<file path="src/rtl/piso_stream.sv">
// Parallel-in/serial-out streamer with valid/ready load, one-word holding buffer
// and per-word bit order; shift_en paces the bit rate.
module piso_stream #(
   parameter int N = 8
) (
   input  logic         clk,
   input  logic         reset,
   input  logic         in_valid,
   output logic         in_ready,
   input  logic [N-1:0] parallel_in,
   input  logic         in_msb_first,
   input  logic         shift_en,
   output logic         serial_out,
   output logic         serial_valid,
   output logic         serial_last,
   busy
);

   // state | meaning
   // IDLE  | nothing to send, holding buffer empty
   // SHIFT | shifter presents a data bit on serial_out
   typedef enum logic {IDLE, SHIFT} state_t;

   localparam int CW = (N > 1) ? $clog2(N) : 1;
   localparam logic [CW-1:0] CNT_LAST = CW'(N - 1);

   state_t         state_q, state_d;
   logic [N-1:0]   sh_q, sh_d;
   logic           dir_q, dir_d;
   logic [CW-1:0]  cnt_q, cnt_d;
   logic [N-1:0]   hold_q, hold_d;
   logic           hold_dir_q, hold_dir_d;
   logic           hold_full_q, hold_full_d;
   logic           xfer;

   assign in_ready     = !hold_full_q;
   assign xfer         = in_valid && !hold_full_q;
   assign serial_valid = (state_q == SHIFT);
   assign serial_last  = (state_q == SHIFT) && (cnt_q == CNT_LAST);
   assign serial_out   = (state_q == SHIFT) && (dir_q ? sh_q[N-1] : sh_q[0]);
   assign busy         = (state_q == SHIFT) || hold_full_q;

   always_comb begin
      state_d     = state_q;
      sh_d        = sh_q;
      dir_d       = dir_q;
      cnt_d       = cnt_q;
      hold_d      = hold_q;
      hold_dir_d  = hold_dir_q;
      hold_full_d = hold_full_q;
      case (state_q)
         IDLE: begin
            if (xfer) begin
               sh_d    = parallel_in;
               dir_d   = in_msb_first;
               cnt_d   = '0;
               state_d = SHIFT;
            end
         end
         SHIFT: begin
            if (shift_en && (cnt_q == CNT_LAST)) begin
               // Held word always goes first so acceptance order is preserved.
               if (hold_full_q) begin
                  sh_d        = hold_q;
                  dir_d       = hold_dir_q;
                  cnt_d       = '0;
                  hold_full_d = 1'b0;
                  if (xfer) begin
                     hold_d      = parallel_in;
                     hold_dir_d  = in_msb_first;
                     hold_full_d = 1'b1;
                  end
               end else if (xfer) begin
                  sh_d  = parallel_in;
                  dir_d = in_msb_first;
                  cnt_d = '0;
               end else begin
                  state_d = IDLE;
               end
            end else begin
               if (shift_en) begin
                  sh_d  = dir_q ? (sh_q << 1) : (sh_q >> 1);
                  cnt_d = cnt_q + CW'(1);
               end
               if (xfer) begin
                  hold_d      = parallel_in;
                  hold_dir_d  = in_msb_first;
                  hold_full_d = 1'b1;
               end
            end
         end
         default: state_d = IDLE;
      endcase
   end

   always_ff @(posedge clk) begin
      if (reset) begin
         state_q     <= IDLE;
         sh_q        <= '0;
         dir_q       <= 1'b0;
         cnt_q       <= '0;
         hold_q      <= '0;
         hold_dir_q  <= 1'b0;
         hold_full_q <= 1'b0;
      end else begin
         state_q     <= state_d;
         sh_q        <= sh_d;
         dir_q       <= dir_d;
         cnt_q       <= cnt_d;
         hold_q      <= hold_d;
         hold_dir_q  <= hold_dir_d;
         hold_full_q <= hold_full_d;
      end
   end

endmodule

</file>
<file path="config.mk">
export PLATFORM = sky130hd
export DESIGN_NAME = piso_stream
export DESIGN_NICKNAME = d
export VERILOG_FILES = /design/src/rtl/piso_stream.sv
export SDC_FILE = /design/constraint.sdc
export NUM_CORES = 1
export LEC_CHECK = 0
export BUFFER_PORTS_ARGS = -buffer_cell sky130_fd_sc_hd__buf_4
export CAP_MARGIN = 20
export CORE_ASPECT_RATIO = 0.9
export CORE_MARGIN = 3
export CORE_UTILIZATION = 35
export CTS_CLUSTER_DIAMETER = 50
export CTS_CLUSTER_SIZE = 12
export DETAILED_ROUTE_END_ITERATION = 10
export PLACE_DENSITY_LB_ADDON = 0.1
export SETUP_SLACK_MARGIN = 0.4
export SYNTH_ARGS = -nofsm -noshare
export SYNTH_HDL_FRONTEND = slang
export SYNTH_SLANG_ARGS = --single-unit
</file>
<file path="constraint.sdc">
create_clock -name clk -period 2.4 [get_ports clk]
set_clock_uncertainty 0.1 [all_clocks]
set_input_delay 0.24 -clock clk [delete_from_list [all_inputs] [get_ports clk]]
set_output_delay 0.24 -clock clk [all_outputs]
set_load 0.02 [all_outputs]
</file>
After elaboration in Yosys (flattened, before gate mapping)

Index checks and enable logic that the tools add are counted.

Multiplexer cells: 29
Equality and inequality tests: 4
Reductions and logical operators: 9
Bitwise operators: 1
Add/subtract/negate cells: 1

Operators with widths:

| kind                                                   | count |
|---|---|
| 2-to-1 mux 8 bit                                       | 8 |
| case mux 8 bit (2 select lines)                        | 1 |
| 2-to-1 mux 1 bit                                       | 13 |
| 2-to-1 mux 3 bit                                       | 4 |
| case mux 3 bit (2 select lines)                        | 1 |
| logical AND 1 bit                                      | 4 |
| case mux 1 bit (2 select lines)                        | 2 |
| AND reduction 2 bit                                    | 2 |
| adder 3 x 1 -> 3 bit (second input constant)           | 1 |
| == test 3 bit (second input constant)                  | 1 |
| inequality test 3 x 2 -> 1 bit (second input constant) | 1 |
| inequality test 2 x 1 -> 1 bit (second input constant) | 1 |
| inequality test 2 bit (second input constant)          | 1 |
| nonzero test 2 bit                                     | 1 |
| logical NOT 1 bit                                      | 1 |
| logical OR 1 bit                                       | 1 |
| inverter 1 bit                                         | 1 |

Flip-flop bits (word level): 23

Depth between registers and ports, before layout

Gate-level depths: netlist of the first run.

Depth after elaboration: 6
Mapped depth: 8
Gate-level depth less buffers: 6

Worst setup path after synthesis of the first run

Ideal clock, no wire load.

Path type: reg-to-reg
Start point: register cnt_q[0]
End point: register sh_q[1]
Slack: 617 ps
Stages on the path, launching flop included: 8
Buffers on the path: 2
Library setup time: 127 ps
Data arrival time: 1557 ps
Cells stage by stage: dfxtp_1 > ha_1 > ha_1 > clkbuf_2 > and3_2 > clkbuf_1 > a222oi_1 > nor3_1

Cells in the longest elaborated chain, start to end: 4
Elaborated cells on any way between the ends: 5
Those cells by class: 2 x eq/ne; 2 x mux; 1 x reduce/logical

Ends and longest elaborated chain:

| element                         | line | text |
|---|---|---|
| start, declared                 | 30   | `logic [CW-1:0] cnt_q, cnt_d;` |
| start signal, assigned          | 109  | `cnt_q <= cnt_d;` |
| == test 3 bit (*)               | 61   | `if (shift_en && (cnt_q == CNT_LAST)) begin` |
| logical AND 1 bit (*)           | 61   |  |
| 2-to-1 mux 8 bit                | 61   |  |
| case mux 8 bit (2 select lines) | 51   | `case (state_q)` |
| end signal, assigned            | 99   | `sh_q <= '0;` |
| end signal, assigned            | 107  | `sh_q <= sh_d;` |
| end, declared                   | 28   | `logic [N-1:0] sh_q, sh_d;` |

Every way passes the cells marked *; elsewhere a longest branch is shown, timed or not.
A chain may end at the register's enable or synchronous reset.

Final worst setup path of the first run

Start point: register cnt_q[0]
End point: register sh_q[5]

The elaborated chain is that of the path after synthesis.

==> results.toml, run 1 <==
[run_status]
outcome = "complete, no violations"

[clocking]
cts_tree = "yes"
cts-root-buf = "clkbuf_8"
clkTransAtPathRegs_ns = 0.08
postCtsSetupBuffers = 0
numCtsBuffers = 3
cts_max_level = 1
cts_resized = 0
cts.sinks = 23
clkLatencyLatePin_ns = 0.26
ctsHoldBuffers = 0
clockBufferDepth = 2

[critical_path]
path_max_fanout = 11
slowest_stage = "a222oi_1"
crit_path_start_kind = "flip-flop"
path_class = "reg -> reg"
endpoint_kind = "flip-flop"
required_ns = 2.45
slowest_delay_ns = 0.36
crit_chain = "ha_1 > ha_2 > buf_4 > and3_2 > a222oi_1 > nor3_1"
critPathArrivalTime_ns = 1.94

[synthesis]
yosys.area_share.simple = 0.178
synth_top_area_cell = "dfxtp_1"
ys_top_cells_by_count = "24 x nor2_1, 23 x dfxtp_1, 16 x mux2i_1, 9 x nor3_1"
synth_most_common_cell = "nor2_1"
seq_area_frac_synth = 0.350
synth-edff-count = 0
synth_nets = 159
post_synth_num_cell_types = 34
synth_flop_cell = "dfxtp_1"
synth_compound_area_frac = 0.169
synth_top_area_frac = 0.350
avgSynthCellArea_um2 = 9.14
ys_seq_elements = 23
ys_top_cells_by_area = "dfxtp_1 35%, mux2i_1 12%, mux2_2 6.8%"
synth.area.mux_share = 0.202
synth_xor_xnor_area_share = 0
synth_top_family_by_area = "multiplexers"
synth_fa_ha_area_frac = 0.0190
async_reset_ff_frac = 0
synthCells = 144
synth_area_mm2 = 0.00132
ys_warn_count = 0

[placed_design]
port_buffers = 17
dp.cells = 196
dpl_cell_area_mm2 = 0.00144
hpwl_um = 2160
gp_congestion = 0.811

[routing]
num_vias = 1098
routed_wl_um = 3060
viasPerCell = 5.49
drt-initial-drc-count = 82
dr.pass1.iters = 4
final_antenna_net_count = 0
wl_per_cell_um = 15.3
drc = 0

[floorplanning]
initial_core_util = 0.376
die_area_mm2 = 0.00453
die-width_um = 70.6
chipHeight_um = 64.2
io_pins = 18
rows = 20
core_mm2 = 0.00350

[power_and_ir_drop]
peakVddDrop_mv = 0.259
p_per_area_mw_per_mm2 = 573
p_leak_nw = 0.584
p_total_w = 0.000853

[layout]
antennaDiodeCount = 0
nets = 172
drive_above_1_share = 0.263
final_area_mm2 = 0.00149
area_delta_synth_final_pct = 13.0
utilization = 0.425
fin_cells = 200

[timing]
setup-tns-final_ns = 0
tightest_slew_ns = 0.479
hold_violations = 0
slew_viol_final = 0
fmax_mhz = 528
setup-violations-final = 0
period_minus_slack_ns = 1.89
rsz0062_at_grt = "false"
slew_headroom = 0.680
finalCritPeriodShare = 0.789

[global_route]
track_usage = 0.143
grt_max_degree = 24
grt_pass1_vias = 1057
grt_pass1_wl_um = 5230
overflow = 0
antenna_found_initial = 0

[run]
drv_cap = 0

[min_path]
hp-class = "in -> reg"
## metal layers
layer,global-route usage,routed length [um]
met1,0.192,1420
met2,0.229,1500
met3,0.0283,122
met4,0.0493,24
met5,0,0
## worst max-delay path: cells and delay by family (launching register included)
kind / cells / cell delay, ns
AND/OR/NAND/NOR: 2 / 0.36
adder cells (fa/ha/maj): 2 / 0.45
AO/OA/AOI/OAI: 1 / 0.36
buffers and inverters: 1 / 0.18
flip-flops: 1 / 0.34
## cells in the final DEF (no fill, tap or decap), drive strengths merged
cell type / instances
or2: 1
nor3: 9
o21ai: 9
a21oi: 3
a22oi: 2
a32oi: 1
nor2b: 4
o31ai: 1
mux2: 9
a2bb2oi: 2
a222oi: 8
mux2i: 16
nor3b: 1
o2bb2ai: 1
nor2: 24
a31o: 1
a31oi: 2
nand2: 5
and3: 1
nand2b: 2
clkbuf: 4
inv: 3
ha: 2
buf: 21
and2: 1
dfxtp: 23
## through the flow
| step | setup WS, ns | hold slack, ns |
|---|---|---|
| finish | 0.507 | 0.119 |
| global route | 0.419 | 0.123 |
| CTS | 0.408 | 0.116 |
| detailed placement | 0.427 | 0.389 |
| global placement | 0.490 | 0.373 |
| floorplan | 0.617 | 0.219 |
## area by class of cell
| cell class | instances | area, um^2 |
|---|---|---|
| flip-flops and latches | 23 | 460 |
| repair buffers | 21 | 161 |
| fillers | 374 | 2020 |
| multi-input cells | 105 | 754 |
| clock buffers | 4 | 45.0 |
| well taps | 44 | 55.1 |
| inverters | 3 | 11.3 |
## power by group
part	internal [W]	switching (W)	leakage [nW]	total, W
combinational	0.0000919	0.0000808	0.373	0.000173
sequential	0.000406	0.0000332	0.188	0.000439
clock	0.000118	0.000123	0.0228	0.000241
total	0.000616	0.000237	0.584	0.000853
## state kept, by name, indices dropped and copies added, names as in the netlist
register / cells
sh_q: 8
cnt_q: 3
hold_dir_q: 1
dir_q: 1
serial_valid: 1
hold_full_q: 1
hold_q: 8
## logic make-up after synthesis
logic type      after synthesis
buf+inv                      16
simple gates                 48
flops                        23
fa+ha+maj                     2
compound gates               30
mux                          25
## worst paths after layout
path,depth (start not counted),startpoint,slack [ns],endpoint
worst max register to register,6,cnt_q[0],0.51,sh_q[5]
worst min-delay path,3,parallel_in[4],0.12,hold_q[4]
worst max-delay path,6,cnt_q[0],0.51,sh_q[5]
worst min register to register,2,hold_q[1],0.40,hold_q[1]
(Power assumes the default switching activity.)
==> run 2: changes to the inputs <==
==> constraint.sdc (replaced) <==
create_clock -name clk -period 1.7 [get_ports clk]
set_clock_uncertainty 0.1 [all_clocks]
set_input_delay 0.17 -clock clk [delete_from_list [all_inputs] [get_ports clk]]
set_output_delay 0.17 -clock clk [all_outputs]
set_load 0.02 [all_outputs]
==> run 2 against run 1 <==
First-iteration DRC count grew 63%. Largest power group unchanged. Non-clock buffer count grew 21. Critical path depth grew 1. Setup slack lost 0.43 ns. Register-to-register slack lost 0.43 ns. Count of clock-buffer cells in the layout is the same. Cell count grew 11%. Worst hold slack lost 0.072 ns. Core utilization grew 9.5 points. Clock power grew 44%. Via count grew 14%.
==> results.toml, run 2 (synthesized netlist as in run 1, its figures left out) <==
[floorplanning]
initial_core_util = 0.376
chipHeight_um = 64.2
core_mm2 = 0.00350
die_area_mm2 = 0.00453
rows = 20
die-width_um = 70.6
io_pins = 18

[routing]
viasPerCell = 5.64
dr.pass1.iters = 4
wirelength_met1_um = 1650
drt-initial-drc-count = 134
wl_per_cell_um = 16.4
dr.max_layer_used = "met4"
final_antenna_net_count = 0
drc = 0
num_vias = 1251
wl_met3_um = 195
wl_met2_um = 1740
routed_wl_um = 3640

[timing]
fmax_mhz = 617
hold_violations = 0
slew_viol_final = 0
tightest_slew_ns = 0.296
setup-tns-final_ns = 0
rsz0062_at_grt = "true"
setup-violations-final = 0
period_minus_slack_ns = 1.62
slew_headroom = 0.803
finalCritPeriodShare = 0.953

[run]
drv_cap = 0

[placed_design]
dpl_cell_area_mm2 = 0.00151
gp_congestion = 0.752
port_buffers = 17
hpwl_um = 2180
dp.cells = 200

[min_path]
worstHoldPathCells = 3
hp-class = "in -> reg"

[clocking]
clockBufferDepth = 2
clkTransAtPathRegs_ns = 0.08
cts_tree = "yes"
ctsHoldBuffers = 0
numCtsBuffers = 3
cts.sinks = 23
cts_max_level = 1
cts-root-buf = "clkbuf_8"
clkLatencyLatePin_ns = 0.26

[power_and_ir_drop]
clockPowerShare = 0.268
p_sw_frac = 0.288
seq_power_share = 0.476
p_per_area_mw_per_mm2 = 711
combPwrFrac = 0.256
p_leak_nw = 0.728
switchingPower_w = 0.000373
peakVddDrop_mv = 0.590
internal_power_w = 0.000920

[critical_path]
required_ns = 1.76
path_max_fanout = 5
cp_top_family = "simple AND/OR/NAND/NOR gates"
crit_path_start_kind = "flip-flop"
slowest_delay_ns = 0.34
crit_chain = "ha_4 > ha_4 > nand2_4 > nor3b_4 > buf_6 > mux2i_2 > nor2_1"
slowest_stage = "dfxtp_2"
worst-path-stages = 7
endpoint_kind = "flip-flop"
path_class = "reg -> reg"
crit_buf_inv = 1
cp_common_cell = "ha_4"
critPathArrivalTime_ns = 1.68
worst-r2r-cell-count = 7

[layout]
largestRegisters = "hold_q (8), sh_q (8), cnt_q (3)"
area_delta_synth_final_pct = 38.2
final_area_mm2 = 0.00182
fin_cells = 222
fillers = 337
mostFrequentLayoutCells = "28 x buf_4, 24 x nor2_1, 18 x dfxtp_1"
drive_above_1_share = 0.438
nets = 194
final_common_cell = "buf_4"
antennaDiodeCount = 0

[global_route]
grt_pass1_vias = 1290
grt_pass1_wl_um = 5990
grt_max_degree = 24
overflow = 0
antenna_found_initial = 0
track_usage = 0.163

[run_status]
outcome = "complete, no violations"
-- run 2: changes by cell type in the layout (fill, tap and decap cells not counted), sizes merged --
| cell | delta |
|---|---|
| o21ai | +1 |
| buf | +21 |
-- run 2: stage by stage --
| stage | util | hold WS (ns) | power [W] | worst slack (ns) |
|---|---|---|---|---|
| 3_5_place_dp | 0.432 | 0.324 | 0.000891 | 0.0353 |
| 5_1_grt | 0.519 | 0.0519 | 0.00136 | 0.00623 |
| 4_1_cts | 0.503 | 0.0457 | 0.00128 | 0.110 |
| 2_1_floorplan | - | 0.147 | 0.000817 | 0.0472 |
| 6_report | 0.519 | 0.0465 | 0.00129 | 0.0793 |
| 3_3_place_gp | 0.432 | 0.316 | 0.000888 | 0.0773 |
-- run 2: final timing paths --
path,from,to,slack [ns]
worst max-delay path,cnt_q[0],hold_q[3],0.08
worst min register to register,hold_dir_q,hold_dir_q,0.41
worst max register to register,cnt_q[0],hold_q[3],0.08
worst min-delay path,parallel_in[1],hold_q[1],0.05
-- run 2: area by class of cell --
class / count / area [um^2] / share of cell area
repair buffers: 42 / 379 / 0.208
multi-input cells: 106 / 857 / 0.471
well taps: 44 / 55.1 / 0.0303
inverters: 3 / 11.3 / 0.00619
flip-flops and latches: 23 / 472 / 0.259
clock buffers: 4 / 45.0 / 0.0248
-- run 2: timing repair --
item | in CTS | in global routing
buffers inserted | 14 | 2
gates cloned | 2 | 0
resized for setup | 16 | 10
setup endpoints to repair | 27 | 27
pin swaps | 9 | 13
hold endpoints to repair | 0 | 0
-- run 2: worst register-to-register path: stages (launching register included) --
cell and delay [ns]:
dfxtp_2 0.34, ha_4 0.16, ha_4 0.18, nand2_4 0.07, nor3b_4 0.24, buf_6 0.16
mux2i_2 0.20, nor2_1 0.06
-- run 2: per-layer routing --
metal	track usage	vias to the layer above
li1	-	595
met1	0.202	609
met2	0.278	41
met3	0.0362	6
met4	0.0587	0
met5	0	-
-- run 2: power groups by stage --
stage | registers (W) | logic [W] | clock network, W
floorplan | 0.000611 | 0.000206 | 0
global placement | 0.000623 | 0.000265 | 0
detailed placement | 0.000623 | 0.000267 | 0
CTS | 0.000614 | 0.000315 | 0.000356
global route | 0.000621 | 0.000361 | 0.000380
finish | 0.000616 | 0.000331 | 0.000346
